==> src/rtl/sr_bank_arbiter.sv <==
// Round-robin arbitrated SR flag bank: one command per 3 cycles (IDLE->APPLY->ACK).
// Requesters hold req_valid until their one-cycle req_ack; there is no other backpressure.
module sr_bank_arbiter #(
  parameter int NREQ  = 4,
  parameter int NBITS = 8,
  parameter int IDW   = $clog2(NREQ)
) (
  input  logic                  clk,
  input  logic                  rst_n,
  input  logic [NREQ-1:0]       req_valid,
  input  logic [NREQ*NBITS-1:0] req_s,
  input  logic [NREQ*NBITS-1:0] req_r,
  input  logic                  clr_all,
  output logic [NREQ-1:0]       req_ack,
  output logic [NBITS-1:0]      q,
  output logic                  busy,
  output logic [IDW-1:0]        grant_id,
  output logic                  conflict,
  output logic [NBITS-1:0]      conflict_mask
);

  typedef enum logic [1:0] {IDLE, APPLY, ACK} state_t;

  state_t           state, state_nxt;
  logic [IDW-1:0]   ptr;
  logic [IDW-1:0]   win;
  logic             any_vld;
  logic [IDW:0]     cand;
  logic [NBITS-1:0] s_sel, r_sel;
  logic [NBITS-1:0] s_cap, r_cap;
  logic [NBITS-1:0] q_applied;
  logic [NREQ-1:0]  ack_onehot;

  // Search ptr+1, ptr+2, ... modulo NREQ; the first valid requester wins.
  always_comb begin
    any_vld = 1'b0;
    win     = '0;
    cand    = '0;
    for (int k = 1; k <= NREQ; k++) begin
      cand = {1'b0, ptr} + (IDW+1)'(k);
      if (cand >= (IDW+1)'(NREQ)) cand = cand - (IDW+1)'(NREQ);
      if (!any_vld && req_valid[cand[IDW-1:0]]) begin
        any_vld = 1'b1;
        win     = cand[IDW-1:0];
      end
    end
  end

  always_comb begin
    s_sel = '0;
    r_sel = '0;
    for (int i = 0; i < NREQ; i++) begin
      if (win == IDW'(i)) begin
        s_sel = req_s[i*NBITS +: NBITS];
        r_sel = req_r[i*NBITS +: NBITS];
      end
    end
  end

  always_comb begin
    ack_onehot           = '0;
    ack_onehot[grant_id] = 1'b1;
  end

  // S&R bits fall into neither term, so they keep their old value.
  assign q_applied = (q & ~(r_cap & ~s_cap)) | (s_cap & ~r_cap);
  assign busy      = (state != IDLE);

  always_ff @(posedge clk or negedge rst_n) begin
    if (!rst_n) state <= IDLE;
    else        state <= state_nxt;
  end

  always_comb begin
    state_nxt = state;
    case (state)
      IDLE:    if (!clr_all && any_vld) state_nxt = APPLY;
      APPLY:   state_nxt = ACK;
      ACK:     state_nxt = IDLE;
      default: state_nxt = IDLE;
    endcase
  end

  always_ff @(posedge clk or negedge rst_n) begin
    if (!rst_n) begin
      q             <= '0;
      req_ack       <= '0;
      grant_id      <= '0;
      conflict      <= 1'b0;
      conflict_mask <= '0;
      ptr           <= IDW'(NREQ-1);
      s_cap         <= '0;
      r_cap         <= '0;
    end else begin
      case (state)
        IDLE: begin
          if (clr_all) begin
            q <= '0;
          end else if (any_vld) begin
            s_cap    <= s_sel;
            r_cap    <= r_sel;
            grant_id <= win;
          end
        end
        APPLY: begin
          q             <= q_applied;
          conflict_mask <= s_cap & r_cap;
          conflict      <= |(s_cap & r_cap);
          req_ack       <= ack_onehot;
          ptr           <= grant_id;
        end
        ACK: begin
          req_ack  <= '0;
          conflict <= 1'b0;
        end
        default: ;
      endcase
    end
  end

endmodule

==> config.mk <==
export PLATFORM = sky130hd
export DESIGN_NAME = sr_bank_arbiter
export DESIGN_NICKNAME = d
export VERILOG_FILES = /design/src/rtl/sr_bank_arbiter.sv
export SDC_FILE = /design/constraint.sdc
export NUM_CORES = 1
export LEC_CHECK = 0
export CAP_MARGIN = 5
export CORE_UTILIZATION = 40
export DETAILED_ROUTE_END_ITERATION = 7
export GPL_TIMING_DRIVEN = 0
export PLACE_DENSITY = 0.77
export SLEW_MARGIN = 40
export SYNTH_ARGS = -nofsm -noshare
export SYNTH_HDL_FRONTEND = slang
export SYNTH_SLANG_ARGS = --single-unit
==> constraint.sdc <==
create_clock -name clk -period 1.8 [get_ports clk]
set_clock_uncertainty 0.05 [all_clocks]
set_input_delay 0.45 -clock clk [delete_from_list [all_inputs] [get_ports clk]]
set_output_delay 0.45 -clock clk [all_outputs]
set_load 0.05 [all_outputs]
Word level (Yosys, flattened, before mapping)
Cells that the tools add are included.
{ "totals": {"ff_bits": 43, "inputBits": 71, "output_inout_bits": 24, "wordCells": 96} }
{ "op_classes": {"n_addsub": 8, "order_cmp": 10, "eq_ne": 7, "mux": 36, "bitwise": 9, "n_reduce_logical": 17} }
{ "op_table": {"columns": ["operator", "count"], "rows": [
  ["two-way mux 8 bit", 9],
  ["AND 8 bit", 4],
  ["inverter 8 bit", 3],
  ["two-way mux 2 bit", 9],
  ["one-hot mux 8 bit (2 select lines)", 1],
  ["< comparator 2 x 3 -> 1 bit, second input constant", 5],
  ["greater-or-equal comparator 3 bit, second input constant", 4],
  ["two-way mux 1 bit", 9],
  ["binary-select mux 1 bit (select 2 bit)", 4],
  ["bitwise OR 8 bit", 1],
  ["one-hot mux 4 bit (2 select lines)", 1],
  ["OR reduction 8 bit", 1],
  ["subtractor 2 x 1 -> 2 bit, second input constant", 4],
  ["adder 2 x 2 -> 3 bit, second input constant", 2],
  ["== test 2 bit, second input constant", 3],
  ["nonzero test 2 bit", 3],
  ["logical AND 1 bit", 5],
  ["== test 2 x 1 -> 1 bit, second input constant", 2],
  ["logical NOT 1 bit", 4],
  ["logical NOT 2 bit", 2],
  ["!= test 2 bit, second input constant", 2],
  ["one-hot mux 2 bit (2 select lines)", 1],
  ["adder 2 x 1 -> 3 bit, second input constant", 1],
  ["adder 2 x 3 -> 3 bit, second input constant", 1],
  ["6 further kinds", 6]
]} }

Logic depth before layout (Yosys ltp)
{ "logic_depth": {"word_depth": 20, "ltp_mapped": 8, "ltp_nobuf": 7} }

Worst setup path before layout
Ideal clock, no wire load.
{ "synth_path": {"path_type": "flip-flop to flip-flop", "start": "register state[0]", "end": "register q[6]", "setup_time_ns": 0.121, "arrival_time_ns": 1.673, "required_time_ns": 1.629, "path_slack_ns": -0.044, "path_stages_with_launch": 9, "path_buffers": 1, "period_less_slack_ns": 1.844, "cell_sequence": "dfrtp_1 -> inv_1 -> ha_1 -> mux2i_2 -> buf_2 -> o21ai_1 -> nand2_1 -> o21ai_1 -> a22o_1"} }
{ "synth_between": {"elab_chain_cells": 3, "elab_cells_between_ends": 6, "cone_classes": "eq/ne: 2; mux: 1; reduce/logical: 3"} }
{ "synth_lines": {"columns": ["element", "line_no", "source"], "rows": [
  ["from (decl)", "24", "state_t state, state_nxt;"],
  ["from (signal assigned)", "71", "else state <= state_nxt;"],
  ["== test 2 x 1 -> 1 bit or logical NOT 2 bit (tied branches)", "95", "case (state)"],
  ["nonzero test 2 bit (no line) or != test 2 bit (tied branches)", null, null],
  ["AND reduction 2 bit (no line)", null, null],
  ["to (signal assigned)", "106", "q <= q_applied;"],
  ["to (decl)", "15", "output logic [NBITS-1:0] q,"]
]} }
Several ways; a longest one is shown, not always the timed one.
A chain may end at the register's enable or synchronous reset.

Worst setup path in the final report
{ "layout_path": {"start": "input port req_valid[2]", "end": "register r_cap[4]"} }
{ "layout_between": {"elab_chain_cells": 17, "elab_cells_between_ends": 31, "cone_classes": "eq/ne: 3; mux: 20; reduce/logical: 8"} }
{ "layout_lines": {"columns": ["element", "line_no", "source"], "rows": [
  ["from (decl)", "10", "input logic [NREQ-1:0] req_valid,"],
  ["binary-select mux 1 bit (select 2 bit)", "42", "if (!any_vld && req_valid[cand[IDW-1:0]]) begin"],
  ["two-way mux 1 bit (implied by the code)", "42", null],
  ["two-way mux 1 bit", "42", null],
  ["logical NOT 1 bit", "42", null],
  ["logical AND 1 bit", "42", null],
  ["two-way mux 1 bit", "42", null],
  ["logical NOT 1 bit", "42", null],
  ["logical AND 1 bit", "42", null],
  ["two-way mux 1 bit", "42", null],
  ["logical NOT 1 bit", "42", null],
  ["logical AND 1 bit", "42", null],
  ["two-way mux 2 bit", "42", null],
  ["logical NOT 2 bit", "53", "if (win == IDW'(i)) begin"],
  ["two-way mux 8 bit (4 in series)", "53", null],
  ["to (signal assigned)", "101", "r_cap <= r_sel;"],
  ["to (decl)", "30", "logic [NBITS-1:0] s_cap, r_cap;"]
]} }
Several ways; a longest one is shown, not always the timed one. The select of a mux whose other input is x is not followed.

==> impl_metrics.csv <==
group,metric,value,unit
run_status,status,"finished, violations left",
run_status,violations,"setup timing",
sta,rsz0062_at_grt,"true",
detailed_routing,drt_first_pass_iters,4,
placed_design,dpl.cell_count,404,
detailed_routing,remaining_drc_errors,0,
detailed_routing,drt_first_iter_violations,218,
cts,clockRootBuffer,"clkbuf_8",
final_layout,final_util,67.73,%
power,leakage,1.741,nW
critical_path,critPathLaunchType,"primary input",
final_layout,syn_to_final_growth,63.55,%
final_layout,n_fill_cell,452,
power,ir_drop,0.7706,mV
synthesis,yosys-top-cells-count,"41 x dfrtp_1, 33 x mux2i_1, 29 x nand2_1",
sta,fin_tns_setup,-1.938,ns
cts,cts_max_level,2,
synthesis,synth_flop_cell,"dfrtp_1",
sta,hold_viol,0,
sta,finalCritPeriodShare,110.9,%
synthesis,ys_seq_area_share,44.25,%
final_layout,finalNonFillerCells,430,
cts,cts_tree,"yes",
cts,cts-buffers-inserted,5,
job,cap_violations,0,
synthesis,synthTopCellsByArea,"dfrtp_1 42%, mux2i_1 14%, o221ai_2 5.5%, nand2_1 4.5%, inv_1 3.7%",
placed_design,preCtsSetupSlack,-0.6525,ns
synthesis,ys_seq_elements,43,
detailed_routing,wl_per_cell,16.50,um
floorplanning,die_x,80.06,um
final_layout,antenna_cells,0,
critical_path,crit_fanout,5,
synthesis,syn_area,2437,um2
cts,clk_pin_slew,0.08,ns
global_route,grt_pass1_wl,11020,um
sta,drv_slew,0,
synthesis,syn_inst,235,
floorplanning,row_count,28,
floorplanning,die_y,80.06,um
sta,worst_pin_slew,0.5420,ns
sta,setup_viol,17,
synthesis,synth.top_cell.area_share,42.09,%
cts,cts.hold.buffers_added,0,
synthesis,yosysWarningCount,0,
cts,clk_latency,0.30,ns
floorplanning,core,5886,um2
critical_path,criticalPathCategory,"primary input to register",
sta,fmax,0.5009,GHz
synthesis,yosys.cell_count.top_type,"dfrtp_1",
floorplanning,dieArea,6410,um2
placed_design,dp_hpwl,4781,um
synthesis,synth_top_area_cell,"dfrtp_1",
min_path,hp-class,"primary input to async pin",
global_route,grt_max_degree,44,
placed_design,port_buffers,94,
synthesis,synthArstFlopShare,100.0,%
detailed_routing,routed_via_density,5.284,
synthesis,synth.avg_cell_area,10.37,um2
detailed_routing,routed_wl,7095,um
critical_path,arrival,2.11,ns
critical_path,cp-end-kind,"register",
critical_path,r2r_cells,8,
floorplanning,ioPinCount,95,
detailed_routing,num_vias,2272,
placed_design,gp_congestion,0.7751,
global_route,grt_pass1_vias,2296,
detailed_routing,detail-route-antenna-nets,0,
final_layout,nNetsFinal,428,
synthesis,synth_cell_types,38,
sta,relSlewSlack,63.87,%
synthesis,syn_nets,309,
synthesis,synth_edf_count,0,
critical_path,required,1.92,ns
sta,period_needed,1.996,ns
cts,clock_path_buffers,2,
power,power,6.558,mW
floorplanning,initial_core_util,41.41,%
global_route,grt_antenna_before_repair,0,
global_route,grt_usage,22.96,%
sta,worst_slack,-0.1965,ns
cts,clock_sinks,43,
power,p_per_area,1645,nW/um2
final_layout,drive_gt1_share,26.20,%
global_route,grt_remaining_overflow,0,
-- timing repair --
item / 4_1_cts / 5_1_grt
pin swaps: 13 / 10
resized for setup: 71 / 27
setup buffers: 9 / 7
endpoints found under the hold margin: 0 / 0
gates cloned: 3 / 0
endpoints found under the setup margin: 48 / 35
-- metal layers --
layer / track usage, % / share of wire (%) / up-vias
li1: - / - / 1099
met1: 27.11 / 41 / 1088
met2: 41.45 / 52 / 73
met3: 5.227 / 5.0 / 12
met4: 6.429 / 1.4 / 0
met5: 0 / 0 / -
-- worst max-delay path, cell delays in order --
cell,delay (ns)
dlygate4sd2_1,0.30
and2b_1,0.30
a21oi_4,0.05
o221ai_4,0.24
buf_8,0.18
buf_12,0.12
buf_16,0.12
mux2i_1,0.20
o221ai_1,0.15
-- layout make-up --
class	count	area [um2]	area share, %
plain buffers	12	133.9	3.358
flip-flops and latches	43	1079	27.06
inverters	24	90.09	2.260
clock inverters	2	16.27	0.4080
repair buffers	112	1136	28.50
multi-input cells	156	1355	33.99
well taps	75	93.84	2.354
clock buffers	6	82.58	2.072
-- path summary, 6_finish.rpt --
check	endpoint	from	slack, ns
setup / recovery	r_cap[4]	req_valid[2]	-0.20
hold reg to reg	conflict_mask[0]	conflict_mask[0]	0.47
max in group asynchronous	ptr[1]	rst_n	1.25
setup reg to reg	r_cap[4]	ptr[1]	-0.20
hold / removal	conflict_mask[7]	rst_n	0.07
min in group clk	conflict_mask[0]	conflict_mask[0]	0.47
-- registers in the layout, indices dropped and copies added, names as in the netlist --
register and flops:
conflict 1, conflict_mask 8, grant_id 2, ptr 2, q 8, r_cap 8
req_ack 4, s_cap 8, state 2
-- through the flow --
stage	hold WS, ns	instance area (um2)
after detailed placement	0.4245	3472
after floorplan	0.1044	2440
after global routing	0.09862	3986
after CTS	0.08986	3870
final	0.07087	3986
after global placement	0.4609	3475
-- kinds of logic (layout without fill, tap and decap cells) --
kind of cell             after synthesis  after routing  synth area share [%]
flip-flops                            43             43                 44.25
adder cells (fa/ha/maj)                3              3                 1.540
multiplexers                          37             37                 15.50
AO/OA/AOI/OAI                         65             65                 21.61
buffers and inverters                 36            156                 7.443
AND/OR/NAND/NOR                       51             51                 9.651
-- power by group --
| group | switching, mW | leakage (nW) | internal, mW |
|---|---|---|---|
| Sequential | 0.440 | 0.550 | 1.41 |
| Combinational | 2.21 | 1.14 | 1.84 |
| Clock | 0.349 | 0.0474 | 0.313 |
| Total | 3.00 | 1.74 | 3.56 |
-- cells in the final DEF (no fill, tap or decap), types with 3 or more instances in the layout --
cell type,instances
dfrtp_1,41
mux2i_4,5
o21ai_0,12
a22oi_1,4
a22o_1,8
nor2_1,4
nand2_1,29
o221ai_2,9
clkbuf_8,6
mux2i_2,20
mux2i_1,9
buf_6,4
mux2_2,3
inv_1,22
buf_12,7
nand3_1,9
buf_4,13
clkdlybuf4s50_1,65
o221ai_1,7
o21ai_1,14
clkbuf_2,3
dlygate4sd2_1,24
Note: power is estimated with default switching activity, not from simulation.
